$ cat config.mk
export PLATFORM = sky130hd
export DESIGN_NAME = instr_fetch
export DESIGN_NICKNAME = d
export VERILOG_FILES = /design/src/rtl/instr_fetch.sv
export SDC_FILE = /design/constraint.sdc
export NUM_CORES = 1
export LEC_CHECK = 0
export CAP_MARGIN = 30
export CORE_MARGIN = 4
export CORE_UTILIZATION = 45
export DETAILED_ROUTE_END_ITERATION = 10
export PLACE_DENSITY = 0.69
export SYNTH_ARGS = -nofsm -noshare
export SYNTH_HDL_FRONTEND = slang
export SYNTH_SLANG_ARGS = --single-unit
export TNS_END_PERCENT = 50
$ cat constraint.sdc
create_clock -name clk -period 2.7 [get_ports clk]
set_input_delay 0.54 -clock clk [delete_from_list [all_inputs] [get_ports clk]]
set_output_delay 0.54 -clock clk [all_outputs]
set_load 0.005 [all_outputs]
$ cat src/rtl/instr_fetch.sv
// Instruction fetch stage: owns the PC, keeps one imem read in flight and
// buffers returned words in a 2-entry prefetch queue for decode.
module instr_fetch #(
  parameter logic [15:0] RESET_PC  = 16'h0000,
  parameter logic [15:0] NOP_INSTR = 16'h0000
) (
  input  logic        clk,
  input  logic        rst_n,
  output logic        imem_re,
  output logic [15:0] imem_addr,
  input  logic        imem_rdy,
  input  logic [15:0] imem_data,
  output logic [15:0] instr,
  output logic [15:0] instr_pc,
  output logic        instr_vld,
  input  logic        stall,
  input  logic        br_taken,
  input  logic [15:0] br_tgt,
  input  logic        hlt
);

  localparam int unsigned W = 16;

  typedef enum logic [1:0] {S_IDLE, S_WAIT, S_DROP, S_HALT} state_t;

  state_t         state_q, state_d;
  logic [W-1:0]   pc_q, pc_d;
  logic [W-1:0]   req_pc_q, req_pc_d;
  logic [W-1:0]   q_data_q [2];
  logic [W-1:0]   q_data_d [2];
  logic [W-1:0]   q_pc_q   [2];
  logic [W-1:0]   q_pc_d   [2];
  logic [1:0]     cnt_q, cnt_d, cnt_pop;
  logic           pop, push, issue;
  logic           re_d, vld_d;
  logic [W-1:0]   addr_d, instr_d, instr_pc_d;

  // Next-state, queue update and request issue; entry 0 is the queue head.
  always_comb begin
    state_d   = state_q;
    pc_d      = pc_q;
    req_pc_d  = req_pc_q;
    q_data_d  = q_data_q;
    q_pc_d    = q_pc_q;
    cnt_d     = cnt_q;
    cnt_pop   = cnt_q;
    pop       = 1'b0;
    push      = 1'b0;
    issue     = 1'b0;
    re_d      = 1'b0;
    addr_d    = imem_addr;

    if (state_q != S_HALT) begin
      if (hlt) begin
        state_d = S_HALT;
      end else if (br_taken) begin
        cnt_d = 2'd0;
        pc_d  = br_tgt;
        if (state_q != S_IDLE) begin
          state_d = imem_rdy ? S_IDLE : S_DROP;
        end
      end else begin
        pop     = (cnt_q != 2'd0) && !stall;
        push    = (state_q == S_WAIT) && imem_rdy;
        cnt_pop = cnt_q - 2'(pop);
        if (pop) begin
          q_data_d[0] = q_data_q[1];
          q_pc_d[0]   = q_pc_q[1];
        end
        if (push) begin
          q_data_d[cnt_pop[0]] = imem_data;
          q_pc_d[cnt_pop[0]]   = req_pc_q;
        end
        cnt_d = cnt_pop + 2'(push);
        if (state_q != S_IDLE && imem_rdy) begin
          state_d = S_IDLE;
        end
        // A dropped response returns to IDLE without issuing in the same cycle.
        issue = ((state_q == S_IDLE) || push) && (cnt_d < 2'd2);
        if (issue) begin
          re_d     = 1'b1;
          addr_d   = pc_q;
          req_pc_d = pc_q;
          pc_d     = pc_q + W'(1);
          state_d  = S_WAIT;
        end
      end
    end

    vld_d      = (cnt_d != 2'd0) && (state_d != S_HALT);
    instr_d    = vld_d ? q_data_d[0] : NOP_INSTR;
    instr_pc_d = vld_d ? q_pc_d[0]   : '0;
  end

  // State, queue storage and registered outputs.
  always_ff @(posedge clk) begin
    if (!rst_n) begin
      state_q   <= S_IDLE;
      pc_q      <= RESET_PC;
      req_pc_q  <= '0;
      q_data_q  <= '{default: '0};
      q_pc_q    <= '{default: '0};
      cnt_q     <= 2'd0;
      imem_re   <= 1'b0;
      imem_addr <= '0;
      instr     <= NOP_INSTR;
      instr_pc  <= '0;
      instr_vld <= 1'b0;
    end else begin
      state_q   <= state_d;
      pc_q      <= pc_d;
      req_pc_q  <= req_pc_d;
      q_data_q  <= q_data_d;
      q_pc_q    <= q_pc_d;
      cnt_q     <= cnt_d;
      imem_re   <= re_d;
      imem_addr <= addr_d;
      instr     <= instr_d;
      instr_pc  <= instr_pc_d;
      instr_vld <= vld_d;
    end
  end

endmodule

# Yosys cells after proc, flatten, opt, wreduce, memory -nomap -nowiden
# Cells that the tools add are included.
dict set report totals {
  register_bits 134
  input_bits 38
  output_inout_bits 50
  word_cells 77
}
dict set report classes {
  add_sub_neg 3
  n_lt_le_gt_ge 3
  eq_ne 3
  n_mux 33
  bitwise 5
  n_reduce_logical 18
}
# cell count
set op_table {}
lappend op_table {{two-way mux 32 bit} 8}
lappend op_table {{two-way mux 16 bit} 11}
lappend op_table {{bitwise mux 32 bit} 2}
lappend op_table {{two-way mux 2 bit} 10}
lappend op_table {{adder 16 x 1 -> 16 bit (second input constant)} 1}
lappend op_table {{demux 16 bit (select 1 bit)} 1}
lappend op_table {{AND reduction 4 bit} 2}
lappend op_table {{nonzero test 2 bit} 4}
lappend op_table {{logical AND 1 bit} 6}
lappend op_table {{inequality test 2 bit (second input constant)} 2}
lappend op_table {{NOT 1 bit} 4}
lappend op_table {{OR reduction 4 bit} 1}
lappend op_table {{AND reduction 3 bit} 1}
lappend op_table {{adder 2 x 1 -> 2 bit} 1}
lappend op_table {{== test 2 x 1 -> 1 bit (second input constant)} 1}
lappend op_table {{>= comparator 2 bit (second input constant)} 1}
lappend op_table {{logical NOT 2 bit} 1}
lappend op_table {{less-than comparator 2 x 1 -> 1 bit (second input constant)} 1}
lappend op_table {{less-than comparator 2 bit (second input constant)} 1}
lappend op_table {{NOT 1 -> 2 bit} 1}
lappend op_table {{AND reduction 2 bit} 1}
lappend op_table {{subtractor 2 x 1 -> 2 bit} 1}
lappend op_table {{logical NOT 1 bit} 1}
lappend op_table {{logical OR 1 bit} 1}
lappend op_table {{two-way mux 1 bit} 1}

# Logic depth before layout (Yosys ltp)
# Gate-level depths: netlist of the first run.
dict set report depth {
  depth_word 13
  mapped_depth 10
}

# Least setup slack after synthesis of the first run
# OpenSTA, ideal clock, no wires.
dict set report synth_path {
  path_kind {input -> register}
  startpoint {in imem_rdy}
  endpoint {reg pc_q[6]}
  setup_ps 119
  arrival_ps 2122
  setup_slack_ps 459
  stages 9
  path_buffers 1
  cell_sequence {nand2_1 -> or2_1 -> inv_2 -> ha_1 -> xor2_4 -> a21oi_4 -> nand2b_1 -> buf_2 -> o221a_2}
}
dict set report synth_via {
  elab_chain_len 6
  elab_cells_between_ends 7
}
# item line_no
set synth_lines {}
lappend synth_lines {{start: declaration} 11} ;# input logic imem_rdy,
lappend synth_lines {{logical AND 1 bit (*)} 64} ;# push = (state_q == S_WAIT) && imem_rdy;
lappend synth_lines {{adder 2 x 1 -> 2 bit} 74} ;# cnt_d = cnt_pop + 2'(push);
lappend synth_lines {{less-than comparator 2 bit} 79} ;# issue = ((state_q == S_IDLE) || push) && (cnt_d < 2'd2);
lappend synth_lines {{logical AND 1 bit (*)} 79}
lappend synth_lines {{nonzero test 2 bit (no source line) (*)} n/a}
lappend synth_lines {{AND reduction 3 bit (no source line) (*)} n/a}
lappend synth_lines {{end signal: assignment} 111} ;# pc_q <= pc_d;
lappend synth_lines {{end: declaration} 27} ;# logic [W-1:0] pc_q, pc_d;
# Every way passes the cells marked *; elsewhere a longest branch is shown, timed or not.
# A chain may end at the register's enable or synchronous reset.

# Worst setup path after layout of the first run
dict set report layout_path {
  startpoint {in stall}
  endpoint {reg pc_q[7]}
}
dict set report layout_via {
  elab_chain_len 8
}
# item line_no
set layout_lines {}
lappend layout_lines {{start: declaration} 16} ;# input logic stall,
lappend layout_lines {{logical NOT 1 bit} 63} ;# pop = (cnt_q != 2'd0) && !stall;
lappend layout_lines {{logical AND 1 bit} 63}
lappend layout_lines {{subtractor 2 x 1 -> 2 bit} 65} ;# cnt_pop = cnt_q - 2'(pop);
lappend layout_lines {{adder 2 x 1 -> 2 bit} 74}
lappend layout_lines {{less-than comparator 2 bit} 79}
lappend layout_lines {{logical AND 1 bit} 79}
lappend layout_lines {{nonzero test 2 bit (no source line)} n/a}
lappend layout_lines {{AND reduction 3 bit (no source line)} n/a}
# Every way passes these cells.

==> impl_results.md, run 1 <==
* WL met1 at 6050 um
* Synth Warn # at 0
* Final Core Density at 61.0%
* Synthesis-to-layout area growth at 32.0%
* Clock Path Buffers at 2
* CTS tree: built
* Most instantiated library cell after synthesis: dfxtp_1
* Die area at about 14000 um^2
* Overflow after GRT at 0
* Met3 wire len at 844 um
* Post-synth EDFFs at 0
* Core area at around 12000 um^2
* Sw power at 1.03 mW
* Final Max Slew Viols at 0
* Antenna-violating nets left at 0
* DR pass1 iterations at 5
* Largest net degree at the start of global routing at between 60 and 70
* Yosys reg bits at 134
* Vias at roughly 4.5k
* Final setup viols at 0
* Vias in the first global route at roughly 4.4k
* Post-CTS setup buffer count at 0
* Post-Layout Cell Count at 782
* Cells after synthesis at about 540
* Number of antenna diodes at 0
* Clock Pin Slew Worst Setup and Hold Paths at 60 ps
* Critical path required time at slightly below 3000 ps
* Die Span Y at about 120 um
* Comb power frac at 6.1%
* Initial antenna violation count at 0
* Mapped Avg Cell Area at 9.78 um^2
* # port buffers at 87
* Final period utilization at roughly nine tenths
* RSZ-0062 raised after global routing: no
* Sequential area share after synthesis at 50.4%
* Routability Congestion at 0.809
* Netlist cell types at 48
* Leakage at 2.67 nW
* CTS sink count at 134
* Status: complete, no violations
* IO Pins at 88
* Clock Latency Late Sink at 420 ps
* Post-synth top cells: 134 x dfxtp_1, 96 x a22o_1, 70 x nand2_1, 50 x a21oi_1, 36 x nor2_1
* Drt total wl at 13300 um
* Clock Power Share at 49.9%
* Hold slack at 454 ps
* Final Hold Viols at 0
* FF+latch area at 2680 um^2
* Worst Setup Start Kind: primary input
* Metal2 WL at 6250 um
* Slew HR at 56.5%
* Setup crit end kind: flip-flop
* Mean number of vias per cell at 5.78
* Ys async rst share at 0%
* FMAX at 416 MHz
* Initial Util at 46.2%
* Area contributors post-synth: dfxtp_1 50%, a22o_1 16%, nand2_1 4.9%, a21oi_1 4.7%, mux2i_1 3.2%
* CP arrival at roughly 2700 ps
* Residual DRC at 0
* Crit Path Max Fanout at 11
* Switching Share at 22.3%
* First-pass GRT wire length at 22600 um
* Area of the multi-input gates at about 2400 um^2
* Largest area contributor in the netlist: dfxtp_1
* Worst Tran Pin Value at 652 ps
* Worst vdd ir at between 300 and 400 uV
* Die Wd at 117 um
* WL per Instance at between 15 and 20 um
* Clock buffer count from CTS at 17
* Max cap viols at 0
* Num rows at 39
* Initial DRC count at between 300 and 400
* Seq pwr share at 43.9%
* NumNets Final at 666
* Path type of the worst setup path: primary input to flip-flop
* Hold Path Class: flip-flop to flip-flop
* Post-CTS resize count at 0
* Syn_nets at 584
* Top routing layer in use: met4
* Cell area after synthesis at 5320 um^2
* Dpl hpwl at 8700 um
* Leading register cell type out of synthesis: dfxtp_1
* Period minus WS final at 2400 ps
* Placed Cells at 750
* Layout cell share with drive strength beyond 1 at a little over a tenth
* Clk root buf: clkbuf_16
* Layout Skew at around 6.5 ps
* Power per cell area at 658 nW/um^2
* Post-synth top area share at 50.4%
* H-tree depth at 4
* Hold Buf Count CTS at 0
* Gr usage total at 21.2%
* Fill cell count at 969
* Internal Pwr Total at 3.59 mW
* Power Total at 4.62 mW
-- final cells by class --
cell class	instances	share of cell area (%)
Multi-Input combinational cell	358	34.1
Sequential cell	134	38.2
Clock buffer	21	6.27
Inverter	5	0.267
Tap cell	143	2.55
Clock inverter	11	2.14
Timing Repair Buffer	110	16.5
-- critical path, cell delays in order --
cell and delay [ps]:
clkdlybuf4s50_1 500, nor3b_1 60, a21oi_1 190, inv_1 90, ha_1 270, xor2_4 230
a21oi_4 100, buf_12 160, o311ai_0 370, o31ai_1 150
-- routing by layer --
metal / GRT usage [%] / vias up
met5: 0 / -
met2: 32.6 / 168
li1: - / 2192
met3: 5.96 / 17
met4: 8.18 / 0
met1: 28.2 / 2142
-- per-stage QoR --
stage	setup TNS [ps]	cell area [um^2]	setup slack, ps
final	0	7020	298
after global routing	0	7020	98.0
after CTS	0	7020	303
after detailed placement	-1150	6430	-141
after global placement	-0.496	6430	-0.496
after floorplan	0	5320	459
-- worst paths after layout --
| path | depth (start not counted) | from | endpoint | slack, ps |
|---|---|---|---|---|
| setup / recovery | 10 | stall | pc_q[7] | 300 |
| hold reg to reg | 2 | flip-flop | flip-flop | 450 |
| setup reg to reg | 9 | cnt_q[0] | pc_q[7] | 400 |
| hold / removal | 2 | flip-flop | flip-flop | 450 |
-- power by group through the flow --
stage | sequential (mW) | combinational, mW | clock [mW]
after global placement | 2.07 | 0.276 | 0
after CTS | 2.03 | 0.282 | 2.34
after global routing | 2.03 | 0.308 | 2.45
final | 2.03 | 0.283 | 2.31
after detailed placement | 2.07 | 0.281 | 0
after floorplan | 2.06 | 0.150 | 0
-- kinds of logic after synthesis --
family	synth area share (%)
AOI/OAI and AO/OA	28.4
and+or+nand+nor	11.8
DFF	50.4
buffers and inverters	4.99
muxes	3.20
xor gates and xnor gates	0.682
adders and majority gates	0.471
-- layout by cell type, fill, tap and decap left out, types with 6 or more instances in the layout --
| master | Yosys | routed |
|---|---|---|
| clkdlybuf4s50_1 | 0 | 87 |
| nor2_1 | 36 | 35 |
| buf_4 | 1 | 14 |
| o311ai_0 | 6 | 6 |
| buf_12 | 0 | 9 |
| mux2i_1 | 17 | 17 |
| o31ai_1 | 7 | 7 |
| o221a_2 | 6 | 6 |
| clkbuf_16 | 0 | 17 |
| nand3_1 | 7 | 7 |
| a21oi_1 | 50 | 48 |
| nand2_1 | 70 | 70 |
| a22o_1 | 96 | 96 |
| dfxtp_1 | 134 | 134 |
Power figures use the tool's default switching activity.
==> run 2: changes to the inputs <==
REMOVE_ABC_BUFFERS = 1   (was unset)
==> impl_results.md, run 2 (synthesis gave the netlist of run 1 again) <==
* Status: complete, no violations
* Num rows at 39
* Crit Path Max Fanout at 11
* Hold Path Class: flip-flop to flip-flop
* Core area at 11500 um^2
* FF+latch area at 2680 um^2
* Layout cell share with drive strength beyond 1 at between 10% and 20%
* Drt total wl at 13500 um
* Clock Latency Late Sink at just over 400 ps
* Mean number of vias per cell at between 5 and 6
* Antenna-violating nets left at 0
* Final Max Slew Viols at 0
* Period minus WS final at 2400 ps
* IO Pins at 88
* Overflow after GRT at 0
* Synthesis-to-layout area growth at 32.0%
* Gr usage total at 20.7%
* FMAX at 416 MHz
* Post-Layout Cell Count at 790
* Vias at between 4k and 5k
* Leakage at 2.69 nW
* Final Core Density at around 60%
* Largest net degree at the start of global routing at 45
* Clock buffer count from CTS at 17
* CTS tree: built
* Slew HR at 32.3%
* Setup total negative slack at 0 ps
* CTS sink count at 134
* Path type of the worst setup path: primary input to flip-flop
* Area of the multi-input gates at 2410 um^2
* Post-CTS resize count at 0
* Residual DRC at 0
* Initial antenna violation count at 0
* Setup crit end kind: flip-flop
* Final Hold Viols at 0
* Post-CTS setup buffer count at 0
* DR pass1 iterations at 5
* Commonest non-fill, non-tap cell in the layout: dfxtp_1
* Hold Buf Count CTS at 0
* Clock Pin Slew Worst Setup and Hold Paths at 60 ps
* Hold slack at 453 ps
* RSZ-0062 raised after global routing: no
* Die Span Y at 117 um
* CP arrival at 2680 ps
* Final setup viols at 0
* Post-route cell area at 7020 um^2
* H-tree depth at 4
* Worst vdd ir at ~400 uV
* Placed Cells at 758
* Worst Tran Pin Value at 1010 ps
* Routability Congestion at 0.894
* Power per cell area at roughly 650 nW/um^2
* First-pass GRT wire length at 21800 um
* Number of antenna diodes at 0
* Final period utilization at about nine tenths
* Initial Util at 46.2%
* Most frequent cells in the layout: 134 x dfxtp_1, 96 x a22o_1, 87 x clkdlybuf4s50_1, 70 x nand2_1, 48 x a21oi_1
* Layout Skew at 8.91 ps
* Critical path required time at 2980 ps
* Clk root buf: clkbuf_16
* # port buffers at 87
* Max cap viols at 0
* Worst Setup Start Kind: primary input
* NumNets Final at approximately 670
* Die Wd at approximately 120 um
* Placed cell area at roughly 6400 um^2
* Die area at 13600 um^2
* WL per Instance at 17.1 um
* Dpl hpwl at 8610 um
* Clock Path Buffers at 2
* Fill cell count at ~960
* Initial DRC count at 356
* Vias in the first global route at roughly 4.3k
==> run 2: routing by layer <==
metal	global-route usage [%]	up-vias	wire length, um
met5	0	-	0
met4	7.65	0	211
met3	5.08	15	814
met2	33.3	162	6360
met1	26.9	2183	6160
li1	-	2199	-
==> run 2: power by group <==
group          switching (mW)  leakage [nW]  total, mW  internal (mW)
Sequential             0.0284          1.08       2.03           2.00
Combinational           0.154          1.33      0.287          0.133
Clock                   0.863         0.279       2.24           1.38
==> run 2: through the flow <==
stage / total power, mW / worst slack, ps
2_1_floorplan: 2.19 / -1200
3_3_place_gp: 2.35 / 17.2
3_5_place_dp: 2.36 / -112
4_1_cts: 4.60 / 318
5_1_grt: 4.71 / 74.5
6_report: 4.56 / 295
==> run 2: worst max-delay path, stage by stage <==
cell             delay (ps)
clkdlybuf4s50_1         530
nor3b_1                  70
a21oi_1                 180
inv_1                    80
ha_1                    270
xor2_4                  260
a21oi_4                  80
buf_4                   180
o311ai_0                370
o31ai_1                 120
==> run 2: path summary, 6_finish.rpt <==
kind | startpoint | to | slack, ps | depth (start not counted)
setup / recovery | stall | pc_q[14] | 300 | 10
hold / removal | flip-flop | flip-flop | 450 | 2
setup reg to reg | cnt_q[0] | pc_q[14] | 410 | 9
hold reg to reg | flip-flop | flip-flop | 450 | 2
==> run 2: area by class of cell <==
class                           count  share of cell area (%)
Tap cell                          143                    2.55
Sequential cell                   134                    38.2
Inverter                            5                   0.267
Clock inverter                     13                    1.85
Timing Repair Buffer              118                    16.4
Clock buffer                       19                    6.31
Multi-Input combinational cell    358                    34.3
==> run 3: changes to the inputs <==
CAP_MARGIN = 20   (was 30)
HOLD_SLACK_MARGIN = 0.06   (was unset)
==> results of run 3 <==
No change in the layout: final DEF, timing and power equal those of run 2.
